File: src/rtl/btn_pkg.sv
// Shared definitions for the push-button debounce array: FSM state encoding,
// counter sizing helper and the default 100 ms stable window at 100 MHz.
package btn_pkg;

    typedef logic [1:0] state_t;

    localparam state_t IDLE         = 2'd0;
    localparam state_t PRESS_WAIT   = 2'd1;
    localparam state_t HELD         = 2'd2;
    localparam state_t RELEASE_WAIT = 2'd3;

    localparam int unsigned DEBOUNCE_100MS = 32'd10000000;

    // Bits needed to hold values 0..max_val, never less than one.
    function automatic int unsigned cnt_width(input int unsigned max_val);
        return (max_val < 1) ? 1 : $clog2(max_val + 1);
    endfunction

endpackage

File: src/rtl/debounce_channel.sv
// One button channel: 2-flop synchroniser, 4-state debounce FSM, registered outputs.
// Optional auto-repeat of the press pulse while held, enabled by `define AUTOREPEAT_EN.
module debounce_channel
    import btn_pkg::*;
#(
    parameter int unsigned STABLE_CYCLES = DEBOUNCE_100MS,
    parameter int unsigned REPEAT_DELAY  = 50000000,
    parameter int unsigned REPEAT_PERIOD = 10000000
) (
    input  logic clk,
    input  logic rst,
    input  logic button,
    output logic level,
    output logic press,
    output logic release_pulse
);

    localparam int unsigned     CW       = cnt_width(STABLE_CYCLES);
    localparam logic [CW-1:0]   CNT_ONE  = CW'(1);
    localparam logic [CW-1:0]   CNT_LAST = CW'(STABLE_CYCLES - 1);

    logic [1:0]    sync_q, sync_d;
    state_t        state_q, state_d;
    logic [CW-1:0] cnt_q, cnt_d;
    logic          level_q, level_d;
    logic          press_q, press_d;
    logic          release_q, release_d;
    logic          fsm_press;
    logic          rep_fire;
    logic          s;

    assign s = sync_q[1];

    always_comb begin
        sync_d    = {sync_q[0], button};
        state_d   = state_q;
        cnt_d     = cnt_q;
        level_d   = level_q;
        fsm_press = 1'b0;
        release_d = 1'b0;
        case (state_q)
            IDLE: begin
                if (s) begin
                    state_d = PRESS_WAIT;
                    cnt_d   = CNT_ONE;
                end
            end
            PRESS_WAIT: begin
                if (!s) begin
                    state_d = IDLE;
                    cnt_d   = '0;
                end else if (cnt_q == CNT_LAST) begin
                    state_d   = HELD;
                    cnt_d     = '0;
                    level_d   = 1'b1;
                    fsm_press = 1'b1;
                end else begin
                    cnt_d = cnt_q + CNT_ONE;
                end
            end
            HELD: begin
                if (!s) begin
                    state_d = RELEASE_WAIT;
                    cnt_d   = CNT_ONE;
                end
            end
            RELEASE_WAIT: begin
                if (s) begin
                    state_d = HELD;
                    cnt_d   = '0;
                end else if (cnt_q == CNT_LAST) begin
                    state_d   = IDLE;
                    cnt_d     = '0;
                    level_d   = 1'b0;
                    release_d = 1'b1;
                end else begin
                    cnt_d = cnt_q + CNT_ONE;
                end
            end
            default: begin
                state_d = IDLE;
                cnt_d   = '0;
                level_d = 1'b0;
            end
        endcase
    end

    // FSM press only leaves PRESS_WAIT and repeats only fire in HELD/RELEASE_WAIT,
    // so the OR never merges two events and never overlaps a release.
    assign press_d = fsm_press | rep_fire;

    always_ff @(posedge clk or negedge rst) begin
        if (!rst) begin
            sync_q    <= '0;
            state_q   <= IDLE;
            cnt_q     <= '0;
            level_q   <= 1'b0;
            press_q   <= 1'b0;
            release_q <= 1'b0;
        end else begin
            sync_q    <= sync_d;
            state_q   <= state_d;
            cnt_q     <= cnt_d;
            level_q   <= level_d;
            press_q   <= press_d;
            release_q <= release_d;
        end
    end

`ifdef AUTOREPEAT_EN
    localparam int unsigned   REP_MAX   = (REPEAT_DELAY > REPEAT_PERIOD) ? REPEAT_DELAY
                                                                          : REPEAT_PERIOD;
    localparam int unsigned   RW        = cnt_width(REP_MAX);
    localparam logic [RW-1:0] REP_FIRST = RW'(REPEAT_DELAY - 1);
    localparam logic [RW-1:0] REP_NEXT  = RW'(REPEAT_PERIOD - 1);

    logic [RW-1:0] rcnt_q, rcnt_d;
    logic          rdone_q, rdone_d;

    // rdone selects the period once the first (longer) delay has elapsed.
    always_comb begin
        rcnt_d   = rcnt_q;
        rdone_d  = rdone_q;
        rep_fire = 1'b0;
        if ((state_q == HELD || state_q == RELEASE_WAIT) && state_d != IDLE) begin
            if (rcnt_q == (rdone_q ? REP_NEXT : REP_FIRST)) begin
                rep_fire = 1'b1;
                rcnt_d   = '0;
                rdone_d  = 1'b1;
            end else begin
                rcnt_d = rcnt_q + RW'(1);
            end
        end else begin
            rcnt_d  = '0;
            rdone_d = 1'b0;
        end
    end

    always_ff @(posedge clk or negedge rst) begin
        if (!rst) begin
            rcnt_q  <= '0;
            rdone_q <= 1'b0;
        end else begin
            rcnt_q  <= rcnt_d;
            rdone_q <= rdone_d;
        end
    end
`else
    logic unused_repeat_cfg;
    assign unused_repeat_cfg = ^{REPEAT_DELAY, REPEAT_PERIOD};
    assign rep_fire          = 1'b0;
`endif

    assign level         = level_q;
    assign press         = press_q;
    assign release_pulse = release_q;

endmodule

File: src/rtl/button_debounce_array.sv
// N_CH independent debounced push-button channels with press/release pulses.
// The release pulse port is named release_pulse ('release' is a reserved word);
// `define AUTOREPEAT_EN adds press auto-repeat while a button is held.
module button_debounce_array
    import btn_pkg::*;
#(
    parameter int unsigned N_CH          = 5,
    parameter int unsigned STABLE_CYCLES = DEBOUNCE_100MS,
    parameter int unsigned REPEAT_DELAY  = 50000000,
    parameter int unsigned REPEAT_PERIOD = 10000000
) (
    input  logic            clk,
    input  logic            rst,
    input  logic [N_CH-1:0] button,
    output logic [N_CH-1:0] level,
    output logic [N_CH-1:0] press,
    output logic [N_CH-1:0] release_pulse
);

    for (genvar i = 0; i < N_CH; i++) begin : g_ch
        debounce_channel #(
            .STABLE_CYCLES (STABLE_CYCLES),
            .REPEAT_DELAY  (REPEAT_DELAY),
            .REPEAT_PERIOD (REPEAT_PERIOD)
        ) u_ch (
            .clk           (clk),
            .rst           (rst),
            .button        (button[i]),
            .level         (level[i]),
            .press         (press[i]),
            .release_pulse (release_pulse[i])
        );
    end

endmodule

File: config.mk
export PLATFORM = sky130hd
export DESIGN_NAME = button_debounce_array
export DESIGN_NICKNAME = d
export VERILOG_FILES = /design/src/rtl/btn_pkg.sv /design/src/rtl/debounce_channel.sv /design/src/rtl/button_debounce_array.sv
export SDC_FILE = /design/constraint.sdc
export NUM_CORES = 1
export LEC_CHECK = 0
export CAP_MARGIN = 40
export CORE_MARGIN = 3
export CORE_UTILIZATION = 40
export CTS_CLUSTER_DIAMETER = 30
export DETAILED_ROUTE_END_ITERATION = 12
export HOLD_SLACK_MARGIN = 0.12
export PLACE_DENSITY_LB_ADDON = 0.25
export SLEW_MARGIN = 20
export SYNTH_ARGS = -nofsm -noshare
export SYNTH_HDL_FRONTEND = slang
export SYNTH_HIERARCHICAL = 1
export SYNTH_SLANG_ARGS = --single-unit
File: constraint.sdc
create_clock -name clk -period 2.2 [get_ports clk]
set_clock_uncertainty 0.2 [all_clocks]
set_input_delay 0.44 -clock clk [delete_from_list [all_inputs] [get_ports clk]]
set_output_delay 0.44 -clock clk [all_outputs]
set_load 0.02 [all_outputs]
* Word level (Yosys, flattened, before mapping) *
Cells that the tools add are included.

storage, ports and cells
  bits in registers = 155
  input port bits = 7
  output and inout port bits = 15
  logic and storage cells = 235

operators by class
  add/subtract/negate cells = 5
  equality and inequality tests = 60
  multiplexer cells = 115
  reductions and logical operators = 25

operators by type and width
  operator                                        count
  two-way mux 24 bit                              25
  one-hot mux 24 bit (4 select lines)             5
  adder 24 x 1 -> 24 bit (second input constant)  5
  == test 24 bit (second input constant)          5
  two-way mux 2 bit                               30
  two-way mux 1 bit                               45
  != test 2 x 1 -> 1 bit (second input constant)  20
  one-hot mux 2 bit (4 select lines)              5
  AND reduction 5 bit                             5
  == test 2 bit (second input constant)           10
  != test 2 bit (second input constant)           10
  AND reduction 4 bit                             5
  != test 3 x 1 -> 1 bit (second input constant)  5
  != test 3 bit (second input constant)           5
  == test 2 x 1 -> 1 bit (second input constant)  5
  logical NOT 2 bit                               5
  one-hot mux 1 bit (2 select lines)              5
  AND reduction 2 bit                             5
  nonzero test 2 bit                              5

* Depth between registers and ports, before layout *
Gate-level depths: netlist (run 1).

  depth after elaboration = 4
  depth in mapped cells = 8
  gate-level depth less buffers = 6

* Hierarchy *
Netlist (run 1), hierarchy kept.

by module, submodules not included
  module                               instances  cells each  area each (um^2)  sequential area each (um^2)
  debounce_channel (g_ch[0].u_ch ...)  4          166         1615.3            775.7
  debounce_channel (g_ch[4].u_ch)      1          166         1624.1            775.7

* Worst setup path before layout (run 1) *
OpenSTA, ideal clock, no wires.

  path kind = register to register
  start point = register g_ch[4].u_ch.cnt_q[18]
  end point = register g_ch[4].u_ch.cnt_q[17]
  library setup time = 0.121 ns
  data arrival time = 1.796 ns
  data required time = 1.879 ns
  path slack = 0.083 ns
  stages on the path, launching flop included = 7
  buffers on the path = 1
  period minus slack after synthesis = 2.117 ns
  path through = dfrtp_1 > or4b_4 > nor4_4 > a21oi_2 > buf_6 > a21o_1 > a22o_1

between the ends
  word-level cells in the longest chain between the ends = 4
  elaborated cells on any way between the ends = 5
  classes of those cells = 1 x eq/ne; 4 x mux

ends and longest elaborated chain
  element                                       RTL line                                        text
  from (decl)                                   debounce_channel.sv:24                          logic [CW-1:0] cnt_q, cnt_d;
  from (signal assigned)                        debounce_channel.sv:103                         cnt_q <= cnt_d;
  == test 24 bit *                              debounce_channel.sv:52, debounce_channel.sv:71
  two-way mux 24 bit *                          debounce_channel.sv:52, debounce_channel.sv:71
  two-way mux 24 bit, on equally long branches  debounce_channel.sv:68, debounce_channel.sv:49
  one-hot mux 24 bit (4 select lines) *         debounce_channel.sv:41                          case (state_q)

Mark *: on every way between the ends. The rest lies on a longest branch, timed or not.
A chain may end at the register's enable or synchronous reset.

* Worst setup path in the final report (run 1) *
  start point = register g_ch[2].u_ch.cnt_q[17]
  end point = register g_ch[2].u_ch.cnt_q[12]

between the ends
  word-level cells in the longest chain between the ends = 4
  elaborated cells on any way between the ends = 5
  classes of those cells = 1 x eq/ne; 4 x mux

ends and longest elaborated chain
  element                                       RTL line
  from (decl)                                   debounce_channel.sv:24
  from (signal assigned)                        debounce_channel.sv:103
  == test 24 bit *                              debounce_channel.sv:52, debounce_channel.sv:71
  two-way mux 24 bit *                          debounce_channel.sv:52, debounce_channel.sv:71
  two-way mux 24 bit, on equally long branches  debounce_channel.sv:68, debounce_channel.sv:49
  one-hot mux 24 bit (4 select lines) *         debounce_channel.sv:41

Marks and branches as above.

==> results of run 1 <==
repair_timing:
action	in CTS	in global routing
setup buffers	0	15
cloned	2	3
pin swaps	2	23
setup endpoints to repair	3	74
resized for setup	1	51
hold buffers	1	0
endpoints found under the hold margin	134	0
flip-flops by register name (all words and copies together) (netlist names), named ones only:
signal	flops
g_ch.u_ch/press	5
g_ch.u_ch/cnt_q	120
g_ch.u_ch/level	5
g_ch.u_ch/release_pulse	5
g_ch.u_ch/state_q	5
g_ch.u_ch/sync_q	10
cell type report:
class                           count  share of cell area
Multi-Input combinational cell    628               0.410
Inverter                           15             0.00553
Sequential cell                   155               0.381
Tap cell                          265              0.0326
Clock buffer                       17              0.0418
Clock inverter                     15              0.0141
Timing Repair Buffer              137               0.115
critical path: stages (launching register included):
cell and delay, ns:
dfrtp_1 0.37, or4_4 0.55, nor4_4 0.33, a21oi_4 0.16
buf_6 0.15, a21o_1 0.14, a22o_1 0.22
through the flow:
| step | instance area (sq um) | util | hold slack (ns) |
|---|---|---|---|
| after floorplan | 8090 | - | -0.0556 |
| after global placement | 9210 | 0.469 | 0.134 |
| after detailed placement | 9210 | 0.469 | 0.136 |
| after CTS | 9810 | 0.499 | 0.147 |
| after global routing | 10200 | 0.518 | 0.150 |
| final | 10200 | 0.518 | 0.142 |
power by group through the flow:
| stage | clock network [mW] | registers (mW) | logic [mW] |
|---|---|---|---|
| 2_1_floorplan | 0 | 3.06 | 0.358 |
| 3_3_place_gp | 0 | 3.06 | 0.659 |
| 3_5_place_dp | 0 | 3.06 | 0.668 |
| 4_1_cts | 2.90 | 3.01 | 0.679 |
| 5_1_grt | 3.02 | 3.03 | 0.811 |
| 6_report | 2.81 | 3.02 | 0.727 |
Yosys cell counts, types with 18 or more instances:
master	n	area share
a21oi_1	48	0.030
a31oi_1	51	0.039
and3_1	19	0.015
and4_1	21	0.023
clkbuf_1	21	0.0097
dfrtp_1	155	0.48
nand2_1	68	0.032
nand2b_1	23	0.018
nand3_1	59	0.037
nand4_1	32	0.025
nor2_1	78	0.036
nor4_1	18	0.014
o21ai_0	26	0.016
xnor2_1	31	0.034
routing by layer:
| metal | part of all wire | wire (um) | vias to the layer above |
|---|---|---|---|
| met5 | 0 | 0 | - |
| li1 | - | - | 3348 |
| met3 | 0.036 | 654 | 23 |
| met2 | 0.46 | 8490 | 126 |
| met1 | 0.49 | 8940 | 3327 |
| met4 | 0.014 | 250 | 0 |
cells in the final DEF (no fill, tap or decap), types with 5 or more instances in the layout:
cell | synthesis | layout
a21o_1 | 9 | 9
a21oi_1 | 48 | 40
a21oi_2 | 1 | 12
a21oi_4 | 4 | 6
a22o_1 | 15 | 15
a31oi_1 | 51 | 50
a41oi_1 | 10 | 6
and3_1 | 19 | 19
and4_1 | 21 | 19
buf_4 | 1 | 102
buf_6 | 5 | 9
clkbuf_16 | 0 | 17
clkdlybuf4s50_1 | 0 | 20
clkinvlp_4 | 0 | 6
dfrtp_1 | 155 | 155
inv_1 | 15 | 15
mux2i_1 | 5 | 5
nand2_1 | 68 | 68
nand2b_1 | 23 | 23
nand3_1 | 59 | 57
nand4_1 | 32 | 32
nor2_1 | 78 | 71
nor2b_1 | 5 | 5
nor3_1 | 15 | 15
nor4_1 | 18 | 18
nor4_4 | 8 | 8
o21a_1 | 5 | 5
o21ai_0 | 26 | 26
o21ai_1 | 8 | 7
o31ai_1 | 5 | 5
xnor2_1 | 31 | 31
worst paths after layout:
| path | to | from | slack (ns) | cells after the start |
|---|---|---|---|---|
| hold reg to reg | g_ch[2].u_ch/sync_q[1] | g_ch[2].u_ch/sync_q[0] | 0.14 | 0 |
| min in group asynchronous | g_ch[4].u_ch/cnt_q[9] | rst | 0.28 | 2 |
| max in group asynchronous | g_ch[2].u_ch/cnt_q[8] | rst | 0.88 | 3 |
| setup reg to reg | g_ch[2].u_ch/cnt_q[12] | g_ch[2].u_ch/cnt_q[17] | -0.03 | 6 |
| hold / removal | g_ch[2].u_ch/sync_q[1] | g_ch[2].u_ch/sync_q[0] | 0.14 | 0 |
| setup / recovery | g_ch[2].u_ch/cnt_q[12] | g_ch[2].u_ch/cnt_q[17] | -0.03 | 6 |
cells by family (layout without fill, tap and decap cells):
group                    Yosys count  after routing  share of synthesized area
flip-flops                       155            155                      0.480
adder cells (fa/ha/maj)            5              5                    0.00774
XOR/XNOR                          38             38                     0.0449
AND/OR/NAND/NOR                  377            377                      0.270
multiplexers                       6              6                    0.00758
AO/OA/AOI/OAI                    197            202                      0.160
buffers and inverters             52            184                     0.0308
==> results.json, run 1 <==
{
  "fp-row-count": 51,
  "cts-root-buf": "clkbuf_16",
  "crit_required_ns": 2.31,
  "ys_ff_latch": 155,
  "vdd_ir_drop_max_v": 0.000518,
  "ant_nets": 0,
  "critPathKind": "reg2reg",
  "grt.busiest_layer": "met2",
  "synth_top_flop_cell": "dfrtp_1",
  "drive_above_1_share": 0.230,
  "critPathLaunchType": "flip-flop",
  "die-area_sq_mm": 0.0220,
  "path_clk_slew_ns": 0.06,
  "die_x_um": 148,
  "multiInputGateArea_sq_mm": 0.00417,
  "cts_made_buffers": 17,
  "grt.met1_usage": 0.239,
  "coreArea_sq_mm": 0.0197,
  "swShare": 0.266,
  "clock_sinks": 155,
  "outcome": "finished with violations",
  "cts_tree": "built",
  "synthDistinctLibCells": 49,
  "worstMarginPinSlew_ns": 0.559,
  "h-tree-depth": 4,
  "grt_pass1_wl_mm": 30.9,
  "violations": "setup timing",
  "setup_viol": 3,
  "critPathArrivalTime_ns": 2.34,
  "drt_wl_total_mm": 18.3,
  "placed_cells": 1179,
  "seq_power_share": 0.460,
  "grt_max_degree": 49,
  "switching_power_mw": 1.74,
  "total_power_mw": 6.56,
  "hold_violations": 0,
  "antennaDiodeCount": 0,
  "io_buffers": 21,
  "p_leak_nw": 4.30,
  "syn2layout_area_growth_pct": 25.9,
  "drt-vias-per-instance": 5.54,
  "finalMaxSlewViolations": 0,
  "gr-total-overflow": 0,
  "fillers": 1808,
  "first_iter_violations": 524,
  "instances_no_fill": 1232,
  "async_flop_share": 1.00,
  "vias": 6824,
  "cts_buffer_depth": 2,
  "grtUsageMet3": 0.0350,
  "finalCriticalPeriod_ns": 2.23,
  "p_int_mw": 4.82,
  "worst_setup_path_end_kind": "flip-flop",
  "syn-cell-area_sq_mm": 0.00809,
  "seq_area_frac_synth": 0.480,
  "syn_nets": 842,
  "clock_latency_ns": 0.42,
  "tns_ns": -0.0444,
  "place_ws_ns": -0.00852,
  "route.detailed.drc": 0,
  "combPwrFrac": 0.111,
  "avgSynthCellArea_sq_um": 9.74,
  "first_global_vias": 6381,
  "drv_cap": 0,
  "pwr-share-clk": 0.429,
  "io_pins": 22,
  "num-nets-final": 966,
  "start_util": 0.411,
  "maxSlewHeadroom": 0.625,
  "hp-class": "reg2reg",
  "path_max_fanout": 6,
  "dp_hpwl_mm": 12.1,
  "syn_inst": 830,
  "regArea_sq_mm": 0.00388,
  "antenna_found_initial": 0,
  "max_freq_ghz": 0.448,
  "period_share": 1.01,
  "grt.met2_usage": 0.267,
  "die_h_um": 148,
  "drt_first_pass_iters": 5,
  "setup_ws_ns": -0.0297,
  "routedWlPerCell_um": 14.9,
  "gp_congestion": 0.809,
  "grt_util_all_layers": 0.170,
  "synth_edf_count": 0,
  "p_per_area_mw_per_mm2": 644,
  "rsz0062_at_grt": "true",
  "yosysWarnings": 6
}
Note: power is estimated with default switching activity, not from simulation.
==> inputs of run 2 (changes only) <==
- SKIP_LAST_GASP: default -> 1
- clock period: 2.2 -> 2.5 ns (I/O delays scaled with it)
==> results.json, run 2 (same netlist as run 1, synthesis figures left out) <==
{
  "outcome": "completed",
  "hold_violations": 0,
  "max_stage_delay_ns": 0.56,
  "critPathKind": "reg2reg",
  "critPathLaunchType": "flip-flop",
  "h-tree-depth": 4,
  "fillers": 1905,
  "multiInputGateArea_sq_mm": 0.00397,
  "first_iter_violations": 396,
  "die_x_um": 148,
  "die_h_um": 148,
  "seq_power_share": 0.467,
  "period_share": 0.925,
  "grt_pass1_wl_mm": 29.4,
  "tns_ns": 0,
  "regToRegSetupSlack_ns": 0.19,
  "layout_common_cells": "dfrtp_1 (155), nor2_1 (78), nand2_1 (68)",
  "drv_cap": 0,
  "cts-root-buf": "clkbuf_16",
  "crit_required_ns": 2.61,
  "rsz0062_at_grt": "false",
  "grt_max_degree": 43,
  "reg2reg_from": "g_ch[2].u_ch/cnt_q[17]",
  "finalCriticalPeriod_ns": 2.31,
  "regArea_sq_mm": 0.00388,
  "swShare": 0.252,
  "post_dp_cell_area_sq_mm": 0.00869,
  "route.detailed.drc": 0,
  "grt_util_all_layers": 0.160,
  "antenna_found_initial": 0,
  "vdd_ir_drop_max_v": 0.000451,
  "worstMarginPinSlew_ns": 0.671,
  "gp_congestion": 0.814,
  "maxSlewHeadroom": 0.551,
  "ff2ff_path_depth": 5,
  "crit_path_top_delay_cell": "or4_4",
  "final_util": 0.473,
  "p_per_area_mw_per_mm2": 615,
  "min_to": "g_ch[3].u_ch/sync_q[1]",
  "instances_no_fill": 1143,
  "drt-vias-per-instance": 5.54,
  "worstHoldStart": "g_ch[3].u_ch/sync_q[0]",
  "worst_setup_path_end_kind": "flip-flop",
  "placed_cells": 1109,
  "start_util": 0.411,
  "setup_viol": 0,
  "vias": 6328,
  "die-area_sq_mm": 0.0220,
  "largest_register": "g_ch.u_ch/cnt_q",
  "max_freq_ghz": 0.432,
  "hp-class": "reg2reg",
  "routedWlPerCell_um": 14.7,
  "switching_power_mw": 1.44,
  "cts_setup_buffers": 0,
  "p_int_mw": 4.28,
  "dp_hpwl_mm": 11.5,
  "cp.depth": 5,
  "largest_reg_flops": 120,
  "clock_latency_ns": 0.42,
  "rr_endpoint": "g_ch[2].u_ch/cnt_q[12]",
  "first_global_vias": 6025,
  "cts_tree": "built",
  "path_max_fanout": 13,
  "mostFrequentLayoutCell": "dfrtp_1",
  "p_leak_nw": 3.85,
  "critPathArrivalTime_ns": 2.42,
  "top_regs": "g_ch.u_ch/cnt_q (120), g_ch.u_ch/sync_q (10)",
  "whs_ns": 0.147,
  "gr-total-overflow": 0,
  "crit_family": "simple AND/OR/NAND/NOR gates",
  "drt_first_pass_iters": 5,
  "path_clk_slew_ns": 0.06,
  "fp-row-count": 51,
  "clock_sinks": 155,
  "finalMaxSlewViolations": 0,
  "drt_wl_total_mm": 16.8,
  "final_area_sq_mm": 0.00930,
  "syn2layout_area_growth_pct": 15.0,
  "num-nets-final": 877,
  "worst-path-buf-inv": 0,
  "coreArea_sq_mm": 0.0197,
  "cts_made_buffers": 17,
  "pwr-share-clk": 0.451,
  "crit_chain": "or4_4 > nor4_4 > a21oi_2 > a21o_1 > a22o_1",
  "io_pins": 22,
  "ant_nets": 0,
  "combPwrFrac": 0.081,
  "drive_above_1_share": 0.113,
  "cts_buffer_depth": 2,
  "whs_path_depth": 0,
  "antennaDiodeCount": 0,
  "io_buffers": 21
}
## run 2: cell types whose count changed in the layout (fill, tap and decap cells not counted), sizes merged
cell,change
buf,-85
clkinvlp,-5
a21oi,-4
clkbuf,+3
clkinv,+2
bufinv,+1
inv,-1
## run 2: worst register-to-register path, cell delays in order (launching register included)
cell and delay, ns:
dfrtp_1 0.43, or4_4 0.56, nor4_4 0.31, a21oi_2 0.27
a21o_1 0.22, a22o_1 0.21
## run 2: layout make-up
type,instances,share of cell area
Multi-Input combinational cell,624,0.426
Sequential cell,155,0.417
Timing Repair Buffer,52,0.0507
Clock buffer,20,0.0491
Tap cell,265,0.0357
Clock inverter,12,0.0149
Inverter,15,0.00605
## run 2: power groups by stage
stage,clock (mW),sequential (mW),combinational [mW]
after floorplan,0,2.69,0.315
after global placement,0,2.72,0.458
after detailed placement,0,2.72,0.468
after CTS,2.66,2.67,0.473
after global routing,2.77,2.69,0.533
final,2.58,2.67,0.466
## run 2: metal layers
layer	wire length, um	track usage	vias up
met1	8590	0.233	3082
met5	0	0	-
met2	7580	0.246	70
met4	125	0.0346	0
li1	-	-	3165
met3	464	0.0366	11
## run 2: how the worst max path moves through the flow
stage	from	to	slack, ns
3_5_place_dp	g_ch[2].u_ch/cnt_q[0]	g_ch[2].u_ch/cnt_q[15]	0.19
5_1_grt	g_ch[2].u_ch/cnt_q[17]	g_ch[2].u_ch/cnt_q[12]	0.07
2_1_floorplan	g_ch[4].u_ch/cnt_q[18]	g_ch[4].u_ch/cnt_q[17]	0.38
3_3_place_gp	g_ch[2].u_ch/cnt_q[0]	g_ch[2].u_ch/cnt_q[15]	0.26
4_1_cts	g_ch[2].u_ch/cnt_q[0]	g_ch[2].u_ch/cnt_q[16]	0.16
6_report	g_ch[2].u_ch/cnt_q[17]	g_ch[2].u_ch/cnt_q[12]	0.19
## run 2: metrics by stage
step | setup slack, ns | power (mW)
after floorplan | 0.383 | 3.00
after global placement | 0.264 | 3.17
after detailed placement | 0.189 | 3.19
after CTS | 0.162 | 5.81
after global routing | 0.0737 | 5.99
final | 0.187 | 5.72
## run 2: what timing repair did
item | in CTS | in global routing
hold endpoints to repair | 111 | 0
gates resized for setup | 0 | 0
hold buffers | 1 | 0
endpoints found under the setup margin | 0 | 8
==> inputs of run 3 (changes only) <==
- DONT_BUFFER_PORTS: default -> 1
==> results.json, run 3 (same netlist as run 1, synthesis figures left out) <==
{
  "die_h_um": 148,
  "critPathKind": "reg2reg",
  "h-tree-depth": 4,
  "layout_common_cells": "dfrtp_1 (155), nor2_1 (78), nand2_1 (68)",
  "cts-root-buf": "clkbuf_16",
  "seq_power_share": 0.473,
  "tns_ns": 0,
  "grt_max_degree": 156,
  "grt_pass1_wl_mm": 29.2,
  "finalCriticalPeriod_ns": 2.32,
  "cts_made_buffers": 17,
  "finalMaxSlewViolations": 0,
  "max_stage_delay_ns": 0.54,
  "fp-row-count": 51,
  "rsz0062_at_grt": "false",
  "grt_util_all_layers": 0.159,
  "clock_latency_ns": 0.42,
  "cts_buffer_depth": 2,
  "ant_nets": 0,
  "crit_required_ns": 2.63,
  "path_clk_slew_ns": 0.07,
  "setup_viol": 0,
  "critPathLaunchType": "flip-flop",
  "io_buffers": 0,
  "p_per_area_mw_per_mm2": 619,
  "start_util": 0.411,
  "cts_setup_buffers": 0,
  "crit_chain": "ha_1 > and3_1 > and4_1 > a21oi_4 > a41oi_1 > a31oi_1",
  "first_iter_violations": 478,
  "die_x_um": 148,
  "vias": 6317,
  "outcome": "finished with violations",
  "worst_setup_path_end_kind": "flip-flop",
  "drt_wl_total_mm": 16.8,
  "swShare": 0.260,
  "drt-vias-per-instance": 5.60,
  "gr-total-overflow": 0,
  "largest_register": "g_ch.u_ch/cnt_q",
  "violations": "hold timing",
  "worstMarginPinSlew_ns": 0.635,
  "pwr-share-clk": 0.452,
  "post_dp_cell_area_sq_mm": 0.00848,
  "combPwrFrac": 0.074,
  "cts_hold_buf": 5,
  "antenna_found_initial": 0,
  "drv_cap": 0,
  "first_global_vias": 5968,
  "p_leak_nw": 3.80,
  "final_area_sq_mm": 0.00913,
  "drt_first_pass_iters": 5,
  "switching_power_mw": 1.47,
  "gp_congestion": 0.814,
  "drive_above_1_share": 0.118,
  "critPathArrivalTime_ns": 2.44,
  "p_int_mw": 4.19,
  "largest_reg_flops": 120,
  "whs_ns": -0.430,
  "maxSlewHeadroom": 0.575,
  "hold_violations": 155,
  "syn2layout_area_growth_pct": 13.0,
  "crit_path_top_delay_cell": "a21oi_4",
  "route.detailed.drc": 0,
  "die-area_sq_mm": 0.0220,
  "num-nets-final": 863,
  "mostFrequentLayoutCell": "dfrtp_1",
  "routedWlPerCell_um": 14.9,
  "fillers": 1873,
  "top_regs": "g_ch.u_ch/cnt_q (120), g_ch.u_ch/sync_q (10)",
  "antennaDiodeCount": 0,
  "cts_tree": "built",
  "max_freq_ghz": 0.432,
  "path_max_fanout": 27,
  "coreArea_sq_mm": 0.0197,
  "clock_sinks": 155,
  "period_share": 0.927,
  "hp-class": "in2async",
  "dp_hpwl_mm": 11.0,
  "io_pins": 22,
  "vdd_ir_drop_max_v": 0.000393
}
==> run 3: final timing paths <==
path	from	endpoint	slack (ns)	cells after the start
worst min-delay path	rst	g_ch[4].u_ch/cnt_q[9]	-0.43	0
worst min register to register	g_ch[0].u_ch/sync_q[0]	g_ch[0].u_ch/sync_q[1]	0.15	0
min in group clk	g_ch[0].u_ch/sync_q[0]	g_ch[0].u_ch/sync_q[1]	0.15	0
worst max-delay path	g_ch[1].u_ch/cnt_q[0]	g_ch[1].u_ch/cnt_q[3]	0.18	6
max in group asynchronous	rst	g_ch[4].u_ch/cnt_q[21]	2.18	0
worst max register to register	g_ch[1].u_ch/cnt_q[0]	g_ch[1].u_ch/cnt_q[3]	0.18	6
==> run 3: per-layer routing <==
layer | wire, um | up-vias | GRT usage
met4 | 131 | 0 | 0.0379
met5 | 0 | - | 0
met2 | 7570 | 93 | 0.242
met3 | 531 | 12 | 0.0384
li1 | - | 3128 | -
met1 | 8570 | 3084 | 0.229
==> run 3: what timing repair did <==
action	in CTS	in global routing
gates resized for setup	0	0
setup endpoints to repair	0	5
hold endpoints to repair	160	155
==> run 3: power groups by stage <==
stage	combinational (mW)	clock [mW]	sequential [mW]
2_1_floorplan	0.315	0	2.69
3_3_place_gp	0.406	0	2.72
3_5_place_dp	0.413	0	2.72
4_1_cts	0.421	2.65	2.68
5_1_grt	0.486	2.75	2.69
6_report	0.420	2.56	2.68
==> run 3: final cells by class <==
cell class	instances	area, sq um	area share
clock inverters	14	151	0.0166
clock buffers	18	439	0.0481
repair buffers	38	310	0.0340
multi-input cells	624	3970	0.434
well taps	265	332	0.0363
inverters	15	56.3	0.00616
flip-flops and latches	155	3880	0.425
==> run 3: critical path: cells and delay by family (launching register included) <==
family                     cells  cell delay [ns]
and+or+nand+nor                2             0.42
adders and majority gates      1             0.24
DFF                            1             0.43
AOI/OAI and AO/OA              3             0.94
==> run 3: through the flow <==
| stage | instances | utilization | power (mW) | worst slack (ns) |
|---|---|---|---|---|
| after floorplan | 830 | - | 3.00 | 0.383 |
| after global placement | 1091 | 0.432 | 3.13 | 0.253 |
| after detailed placement | 1091 | 0.432 | 3.14 | 0.184 |
| after CTS | 1128 | 0.464 | 5.74 | 0.155 |
| after global routing | 1129 | 0.465 | 5.93 | 0.00131 |
| final | 1129 | 0.465 | 5.66 | 0.183 |
